`src/rtl/bcd_feeder_pkg.sv`:
```
// Shared types and constants for the BCD display feeder: FSM states, CPU
// register map, CTRL bit layout and the leading-zero mask helper.
package bcd_feeder_pkg;

   typedef enum logic [1:0] {
      IDLE,
      CONVERT,
      WRITE
   } state_t;

   localparam logic [1:0] VAL_LO = 2'd0;
   localparam logic [1:0] VAL_HI = 2'd1;
   localparam logic [1:0] CTRL   = 2'd2;
   localparam logic [1:0] STATUS = 2'd3;

   localparam int CTRL_LZB    = 7;
   localparam int CTRL_EN_HI  = 5;
   localparam logic [7:0] CTRL_WMASK = 8'hBF;

   localparam int NUM_DIGITS = 5;

   // Enables digit 0 up to the most significant nonzero digit; digit 0 stays on for zero.
   function automatic logic [5:0] lz_mask(input logic [19:0] bcd);
      int msd;
      logic [5:0] mask;
      msd = 0;
      for (int i = 1; i < NUM_DIGITS; i++)
         if (bcd[4*i +: 4] != 4'h0) msd = i;
      for (int i = 0; i < 6; i++)
         mask[i] = (i <= msd);
      return mask;
   endfunction

endpackage

```
`src/rtl/bin2bcd_iter.sv`:
```
// Serial 16-bit to 5-digit double-dabble: loads on start, then one
// add-3/shift iteration per clock for 16 clocks.
module bin2bcd_iter
   import bcd_feeder_pkg::*;
(
   input  logic        clk,
   input  logic        rst,
   input  logic        start,
   input  logic [15:0] bin,
   output logic        done,
   output logic [19:0] bcd
);

   logic [15:0] shift;
   logic [18:0] acc;
   logic [18:0] adj;
   logic [3:0]  cnt;
   logic        active;

   // The top digit never reaches 5 before the final shift, so it needs no correction.
   always_comb begin
      adj = acc;
      for (int i = 0; i < NUM_DIGITS - 1; i++)
         if (acc[4*i +: 4] >= 4'd5) adj[4*i +: 4] = acc[4*i +: 4] + 4'd3;
   end

   // bcd is the result of the iteration in progress, so it is final while done is high.
   assign bcd  = {adj, shift[15]};
   assign done = active && (cnt == 4'd15);

   always_ff @(posedge clk or negedge rst) begin
      if (!rst) begin
         shift  <= '0;
         acc    <= '0;
         cnt    <= '0;
         active <= 1'b0;
      end else if (start) begin
         shift  <= bin;
         acc    <= '0;
         cnt    <= '0;
         active <= 1'b1;
      end else if (active) begin
         shift <= {shift[14:0], 1'b0};
         acc   <= bcd[18:0];
         cnt   <= cnt + 4'd1;
         if (cnt == 4'd15) active <= 1'b0;
      end
   end

endmodule

```
`src/rtl/bcd_display_feeder.sv`:
```
// 6502 bus peripheral: converts a 16-bit value to BCD and feeds the
// seven-segment register block with three digit-pair writes and an enable mask.
module bcd_display_feeder
   import bcd_feeder_pkg::*;
(
   input  logic       clk,
   input  logic       rst,
   input  logic       cs,
   input  logic       rw,
   input  logic [1:0] addr,
   input  logic [7:0] data_in,
   output logic [7:0] data_out,
   output logic       seg_cs,
   output logic       seg_rw,
   output logic [1:0] seg_addr,
   output logic [7:0] seg_data,
   output logic       busy
);

   state_t      state;
   logic [7:0]  val_lo;
   logic [7:0]  val_hi;
   logic [7:0]  ctrl;
   logic        pending;
   logic [19:0] digits;

   logic        cpu_wr;
   logic        val_hi_wr;
   logic        last_write;
   logic        conv_start;
   logic        conv_done;
   logic [15:0] conv_bin;
   logic [19:0] conv_bcd;
   logic [1:0]  next_addr;
   logic [7:0]  next_byte;
   logic [5:0]  en;

   assign cpu_wr     = cs && !rw;
   assign val_hi_wr  = cpu_wr && (addr == VAL_HI);
   assign last_write = (state == WRITE) && (seg_addr == 2'd3);

   // A VAL_HI write landing on the last write cycle is taken as the pending restart.
   assign conv_bin   = {val_hi_wr ? data_in : val_hi, val_lo};
   assign conv_start = (val_hi_wr && state == IDLE) || (last_write && (pending || val_hi_wr));

   bin2bcd_iter u_conv (
      .clk   (clk),
      .rst   (rst),
      .start (conv_start),
      .bin   (conv_bin),
      .done  (conv_done),
      .bcd   (conv_bcd)
   );

   always_comb begin
      data_out = 8'h00;
      case (addr)
         VAL_LO:  data_out = val_lo;
         VAL_HI:  data_out = val_hi;
         CTRL:    data_out = ctrl;
         default: data_out = {6'b0, pending, busy};
      endcase
   end

   assign en = ctrl[CTRL_EN_HI:0] & (ctrl[CTRL_LZB] ? lz_mask(digits) : 6'h3F);
   assign next_addr = seg_addr + 2'd1;

   always_comb begin
      next_byte = digits[7:0];
      case (next_addr)
         2'd1:    next_byte = digits[15:8];
         2'd2:    next_byte = {4'h0, digits[19:16]};
         2'd3:    next_byte = {2'b00, en};
         default: next_byte = digits[7:0];
      endcase
   end

   // NOTE: all state uses non-blocking assignments so every register samples
   // pre-edge values; reset clears everything asynchronously, including seg_cs.
   always_ff @(posedge clk or negedge rst) begin
      if (!rst) begin
         val_lo  <= '0;
         val_hi  <= '0;
         ctrl    <= '0;
         pending <= 1'b0;
      end else begin
         if (cpu_wr) begin
            case (addr)
               VAL_LO:  val_lo <= data_in;
               VAL_HI:  val_hi <= data_in;
               CTRL:    ctrl   <= data_in & CTRL_WMASK;
               default: ;
            endcase
         end
         if (conv_start)
            pending <= 1'b0;
         else if (val_hi_wr && state != IDLE)
            pending <= 1'b1;
      end
   end

   always_ff @(posedge clk or negedge rst) begin
      if (!rst) begin
         state    <= IDLE;
         busy     <= 1'b0;
         seg_cs   <= 1'b0;
         seg_rw   <= 1'b1;
         seg_addr <= 2'd0;
         seg_data <= 8'h00;
         digits   <= '0;
      end else begin
         seg_cs <= 1'b0;
         seg_rw <= 1'b1;
         case (state)
            IDLE: begin
               if (conv_start) begin
                  state <= CONVERT;
                  busy  <= 1'b1;
               end
            end
            CONVERT: begin
               if (conv_done) begin
                  state    <= WRITE;
                  digits   <= conv_bcd;
                  seg_cs   <= 1'b1;
                  seg_rw   <= 1'b0;
                  seg_addr <= 2'd0;
                  seg_data <= conv_bcd[7:0];
               end
            end
            WRITE: begin
               if (last_write) begin
                  if (conv_start) begin
                     state <= CONVERT;
                  end else begin
                     state <= IDLE;
                     busy  <= 1'b0;
                  end
               end else begin
                  seg_cs   <= 1'b1;
                  seg_rw   <= 1'b0;
                  seg_addr <= next_addr;
                  seg_data <= next_byte;
               end
            end
            default: begin
               state <= IDLE;
               busy  <= 1'b0;
            end
         endcase
      end
   end

endmodule
```
`config.mk`:
```
export PLATFORM = sky130hd
export DESIGN_NAME = bcd_display_feeder
export DESIGN_NICKNAME = d
export VERILOG_FILES = /design/src/rtl/bcd_feeder_pkg.sv /design/src/rtl/bin2bcd_iter.sv /design/src/rtl/bcd_display_feeder.sv
export SDC_FILE = /design/constraint.sdc
export NUM_CORES = 1
export LEC_CHECK = 0
export ABC_CLOCK_PERIOD_IN_PS = 4200
export CORE_MARGIN = 2
export CORE_UTILIZATION = 65
export DETAILED_ROUTE_END_ITERATION = 16
export DONT_BUFFER_PORTS = 1
export HOLD_SLACK_MARGIN = 0.05
export PLACE_DENSITY = 0.79
export SYNTH_ARGS = -nofsm -noshare
export SYNTH_HDL_FRONTEND = slang
export SYNTH_HIERARCHICAL = 1
export SYNTH_SLANG_ARGS = --single-unit
```
`constraint.sdc`:
```
create_clock -name clk -period 4.2 [get_ports clk]
set_clock_uncertainty 0.15 [all_clocks]
set_input_delay 0.42 -clock clk [delete_from_list [all_inputs] [get_ports clk]]
set_output_delay 0.42 -clock clk [all_outputs]
set_load 0.01 [all_outputs]
```
==> Word level (Yosys, flattened, before mapping) <==
Index checks and enable logic that the tools add are counted.
{ "word_totals": {"ff_bits": 99, "in_bits": 14, "elab_cells": 118} }
{ "op_classes": {"n_addsub": 6, "magnitude_cmp": 10, "eq_ne": 14, "mux": 44, "n_bitwise": 2, "n_reduce_logical": 27} }
{ "op_table": {"columns": ["op", "n"], "rows": [
  ["32-bit two-way mux", 3],
  ["3-bit by 32-bit <= comparator with 1-bit output, first input constant", 2],
  ["4-bit by 32-bit <= comparator with 1-bit output, first input constant", 2],
  ["8-bit one-hot mux with 3 select lines", 2],
  ["19-bit two-way mux", 2],
  ["1-bit by 32-bit <= comparator with 1-bit output, first input constant", 1],
  ["2-bit by 32-bit <= comparator with 1-bit output, first input constant", 1],
  ["16-bit two-way mux", 2],
  ["4-bit two-way mux", 6],
  ["8-bit two-way mux", 3],
  ["4-bit by 2-bit adder with 4-bit output, second input constant", 4],
  ["4-bit by 3-bit >= comparator with 1-bit output, second input constant", 4],
  ["8-bit one-hot mux with 2 select lines", 1],
  ["4-bit nonzero test", 4],
  ["1-bit two-way mux", 14],
  ["2-bit == test, second input constant", 5],
  ["2-bit two-way mux", 5],
  ["2-bit inequality test, second input constant", 5],
  ["2-bit AND reduction", 4],
  ["2-bit nonzero test", 4],
  ["1-bit logical AND", 7],
  ["6-bit bitwise AND", 1],
  ["2-bit by 1-bit == test with 1-bit output, second input constant", 3],
  ["6-bit two-way mux", 1],
  ["13 further kinds", 17]
]} }

==> Depth between registers and ports, before layout <==
{ "depth": {"ltp_word": 11, "ltp_mapped": 10, "ltp_nobuf": 9} }

==> Hierarchy <==
The synthesis kept the hierarchy.
{ "modules_own_cells": {"columns": ["module", "n_inst", "cells_each", "area_each_um2", "seq_area_each_um2"], "rows": [
  ["bcd_display_feeder", 1, 243, 2936.6, 1477.7],
  ["bin2bcd_iter", 1, 239, 2242.2, 1001.0]
]} }

==> Least setup slack after synthesis <==
Ideal clock, no wire load.
{ "synth_timing": {"kind": "input to register", "start": "input port addr[1]", "end": "register u_conv.acc[0]", "setup_ns": 0.121, "arrival_ns": 1.831, "t_required_ns": 3.929, "setup_slack_ns": 2.098, "stages": 8, "path_buffers": 4, "path_cell_list": "nor4bb_2 buf_2 nand2_1 o21ai_0 clkbuf_1 buf_2 buf_2 nor2_1"} }
{ "synth_via": {"elab_chain_len": 6, "elab_cells_between_ends": 8, "cone_classes": "eq/ne: 1; mux: 1; reduce/logical: 6"} }
{ "synth_rtl": {"columns": ["element", "line", "rtl"], "rows": [
  ["start, declared", "bcd_display_feeder.sv:10", "input logic [1:0] addr,"],
  ["2-bit by 1-bit == test with 1-bit output (*)", "bcd_display_feeder.sv:39", "assign val_hi_wr = cpu_wr && (addr == VAL_HI);"],
  ["1-bit logical AND (*)", "bcd_display_feeder.sv:39", null],
  ["1-bit logical OR", "bcd_display_feeder.sv:44", "assign conv_start = (val_hi_wr && state == IDLE) || (last_write && (pending || val_hi_wr));"],
  ["1-bit logical AND", "bcd_display_feeder.sv:44", null],
  ["1-bit logical OR (*)", "bcd_display_feeder.sv:44", null],
  ["named net conv_start", "bcd_display_feeder.sv:30", "logic conv_start;"],
  ["19-bit two-way mux / 2-bit nonzero test (equally long branches)", null, null],
  ["end signal, assigned", "bin2bcd_iter.sv:44", "acc <= bcd[18:0];"],
  ["end, declared", "bin2bcd_iter.sv:15", "logic [18:0] acc;"]
]} }
The timed path passes the listed nets; every way through them passes the cells marked *.
A chain may end at the register's enable or synchronous reset.

==> Worst setup path after layout <==
{ "layout_timing": {"start": "register state[0]", "end": "register u_conv.acc[13]"} }
{ "layout_via": {"elab_chain_len": 5, "elab_cells_between_ends": 8, "cone_classes": "eq/ne: 1; mux: 1; reduce/logical: 6"} }
{ "layout_rtl": {"columns": ["element", "line", "rtl"], "rows": [
  ["start, declared", "bcd_display_feeder.sv:20", "state_t state;"],
  ["start signal, assigned", "bcd_display_feeder.sv:104", "state <= IDLE;"],
  ["start signal, assigned", "bcd_display_feeder.sv:117", "state <= CONVERT;"],
  ["start signal, assigned", "bcd_display_feeder.sv:123", "state <= WRITE;"],
  ["2-bit == test", "bcd_display_feeder.sv:40", "assign last_write = (state == WRITE) && (seg_addr == 2'd3);"],
  ["1-bit logical AND", "bcd_display_feeder.sv:40", null],
  ["1-bit logical AND", "bcd_display_feeder.sv:44", null],
  ["1-bit logical OR (*)", "bcd_display_feeder.sv:44", null],
  ["named net conv_start", "bcd_display_feeder.sv:30", null],
  ["19-bit two-way mux / 2-bit nonzero test (equally long branches)", null, null]
]} }
Marked as above.

==> impl_results.md <==
- Clock buffer count from CTS: 9
- Fmax: 337 MHz
- GRT Overall Usage: 26.4%
- DRC Markers: 0
- H-tree Lvls: 3
- Startpoint types: flop
- Sw Ratio: 39.3%
- Synth-to-Final Area Change: 6.26%
- Final min period: 2960 ps
- Core Area: 0.00773 mm2
- Crit share post-route: 70.6%
- Crit-path max cell delay: 730 ps
- Initial Util: 67.0%
- DRT Pass-1 Iters: 5
- DR vias: 3675
- Dpl cell area: 0.00518 mm2
- CTS Sinks: 99
- Drt total wl: 10800 um
- Worst IR Drop VDD: 0.330 mV
- Die area: 0.00870 mm2
- Post-layout net count: 511
- Most common cell after layout, fill and taps aside: dfrtp_1
- Avg Synthesized Cell Area: 10.7 um2
- CTS tree: done
- GRT Residual Overflow: 0
- Number of post-CTS setup repair buffers: 0
- Commonest non-fill, non-tap cells in the layout: dfrtp_1 (97), nand2_1 (59), o21ai_0 (43), mux2_2 (43), mux2i_1 (31)
- Post-synth EDFFs: 0
- Clk network pwr share: 16.2%
- CP endpoint kind: flop
- Avg WL per Cell: 18.4 um
- # hold bufs at CTS: 7
- Pwr dens: 674 mW/mm2
- Slew at the pin closest to its max-slew limit: 878 ps
- DRT iter0 DRCs: 235
- Crit Path Class: flop to flop
- Setup TNS: 0 ps
- Largest area contributor in the netlist: dfrtp_1
- Power Internal: 2.25 mW
- Die height: 93.3 um
- Largest net degree at the start of global routing: 100
- Post-DP HPWL: 7340 um
- Seq/Total Area, Yosys: 47.9%
- Post-route ant nets: 0
- Gpl congestion: 0.874
- Layout filler cell count: 525
- Largest cells by area after synthesis: dfrtp_1 (47%), mux2_2 (9.4%), mux2i_1 (6.0%), ha_1 (4.3%), nand2_1 (4.3%)
- Mapped Nets: 514
- WP data required: 4270 ps
- Max-cap violations: 0
- Clk pin slew, worst setup/hold paths: 90 ps
- Global-route wire length before repair: 18100 um
- Clk_lat worst skew: 360 ps
- Initial antenna violation count: 0
- Vias per cell: 6.28
- CP max-delay cell: o21ai_4
- Row cnt: 32
- Sequential power share: 43.9%
- Final Hold Viols: 0
- Leakage: 2.44 nW
- Clk root buf: clkbuf_8
- P_sw: 1.46 mW
- Status: finished, final reports clean
- Unrepaired setup endpoints after global routing: no
- Crit path DAT: 3030 ps
- # IOs: 35
- Hold Startpoint: data_in[4]
- Crit-path max FO: 34
- Largest delay share family, worst path: compound AO/OA/AOI/OAI gates
- Yosys Warn Count: 6
- N_diodes: 0
- Synthesized area: 0.00518 mm2
- Synth cell types: 55
- Clock buffer depth: 2
- Die X: 93.3 um
- Area share of the leading cell type in the synthesized netlist: 47.4%
- Finish-stage setup viols: 0
- Flops & latches, synth: 99
- Cells after synthesis: 482
- Rel. slew slack: 41.3%
- Multi-input logic area: 0.00248 mm2
- Post_cts resized: 0
- Async S/R FF share, synth: 100%
- Storage cell area: 0.00248 mm2
- RR Startpoint: state[0]
- Worst Path Buf+Inv: 2
- Top FF cell, synth: dfrtp_1
- Fin area: 0.00550 mm2
- Port buffer count: 0
- Combinational power share: 39.8%
- Vias in the first global route: 3560
- Critical path origin: state[0]
- Hold crit path type: input pin to flop
- Fin. max-slew vios: 0
- Cell Chain, Critical Path: inv_1, ha_1, nand2_1, o21ai_4, buf_4, nand4b_1, o311ai_1
- Fraction of layout cells with a size suffix above 1: 15.7%
-- worst reg2reg max path, delay by kind of cell (launching register included) --
kind | cells | cell delay (ps)
adders and majority gates | 1 | 580
AOI/OAI and AO/OA | 2 | 830
buffers and inverters | 2 | 420
DFF | 1 | 410
and+or+nand+nor | 2 | 450
-- per-stage QoR --
stage / power, mW / setup slack, ps / hold slack, ps / utilization (%) / cells
floorplan: 2.76 / 2100 / -25.6 / - / 482
global placement: 2.99 / 1420 / -23.8 / 67.1 / 559
detailed placement: 3.07 / 1250 / -23.0 / 67.1 / 559
CTS: 3.70 / 1230 / 52.1 / 70.7 / 581
global route: 3.98 / 1010 / 50.7 / 71.2 / 585
finish: 3.71 / 1240 / 57.0 / 71.2 / 585
-- per-layer routing --
| layer | track usage (%) | wire (um) | vias to the layer above |
|---|---|---|---|
| met4 | 6.25 | 121 | 0 |
| met1 | 38.1 | 4970 | 1829 |
| met3 | 5.64 | 525 | 14 |
| met5 | 0 | 0 | - |
| li1 | - | - | 1709 |
| met2 | 41.4 | 5150 | 123 |
-- kinds of logic (layout without fill, tap and decap cells) --
family	count (synthesis)	after routing	share of synthesized area, %
buffers and inverters	46	47	4.52
and+or+nand+nor	135	135	13.4
AOI/OAI and AO/OA	101	101	12.4
DFF	99	99	47.9
muxes	76	76	16.2
xor gates and xnor gates	7	7	1.18
adders and majority gates	18	18	4.35
-- synthesized netlist by cell type (3+ instances only) --
library cell and number:
o311ai_1 4, a21o_1 3, o21a_1 5, a311oi_1 5, a31oi_1 5, nand2_1 59, or4_1 5, buf_2 13
o211ai_1 4, nand3b_1 3, nor2_1 22, nand4b_1 4, nand3_1 7, xnor2_1 5, mux2i_1 31, ha_1 18
nand2b_1 12, buf_4 6, a21oi_1 11, and4b_1 3, a221o_1 3, o21ai_0 44, nor4_1 3, mux2_2 43
buf_6 3, nor2b_1 4, dfrtp_1 98, nor3_1 3, clkbuf_1 8, inv_1 15
-- power groups by stage --
stage          clock (mW)  sequential, mW  combinational [mW]
6_report            0.602            1.63                1.48
5_1_grt             0.654            1.67                1.65
4_1_cts             0.615            1.62                1.46
3_5_place_dp            0            1.64                1.44
3_3_place_gp            0            1.62                1.37
2_1_floorplan           0            1.54                1.22
-- layout make-up --
class / instances / area share (%)
clock buffer: 11 / 2.57
clock inverter: 4 / 0.932
inverter: 16 / 1.09
multi-input combinational: 337 / 45.0
sequential: 99 / 45.1
tap: 102 / 2.32
timing repair buffer: 16 / 3.00
-- final timing paths --
kind | to | slack [ps] | cells after the start
min | ctrl[4] | 60 | 1
max reg2reg | u_conv/acc[13] | 1240 | 7
max | u_conv/acc[13] | 1240 | 7
max in group asynchronous | u_conv/active | 2940 | 2
min in group asynchronous | state[1] | 550 | 2
min reg2reg | digits[0] | 360 | 1
-- flip-flops by register name (all words and copies together), names as in the netlist, 4 cells and up --
signal	count
seg_data	8
u_conv/acc	19
digits	20
u_conv/cnt	4
ctrl	7
val_hi	8
val_lo	8
u_conv/shift	16
(Power assumes the default switching activity.)
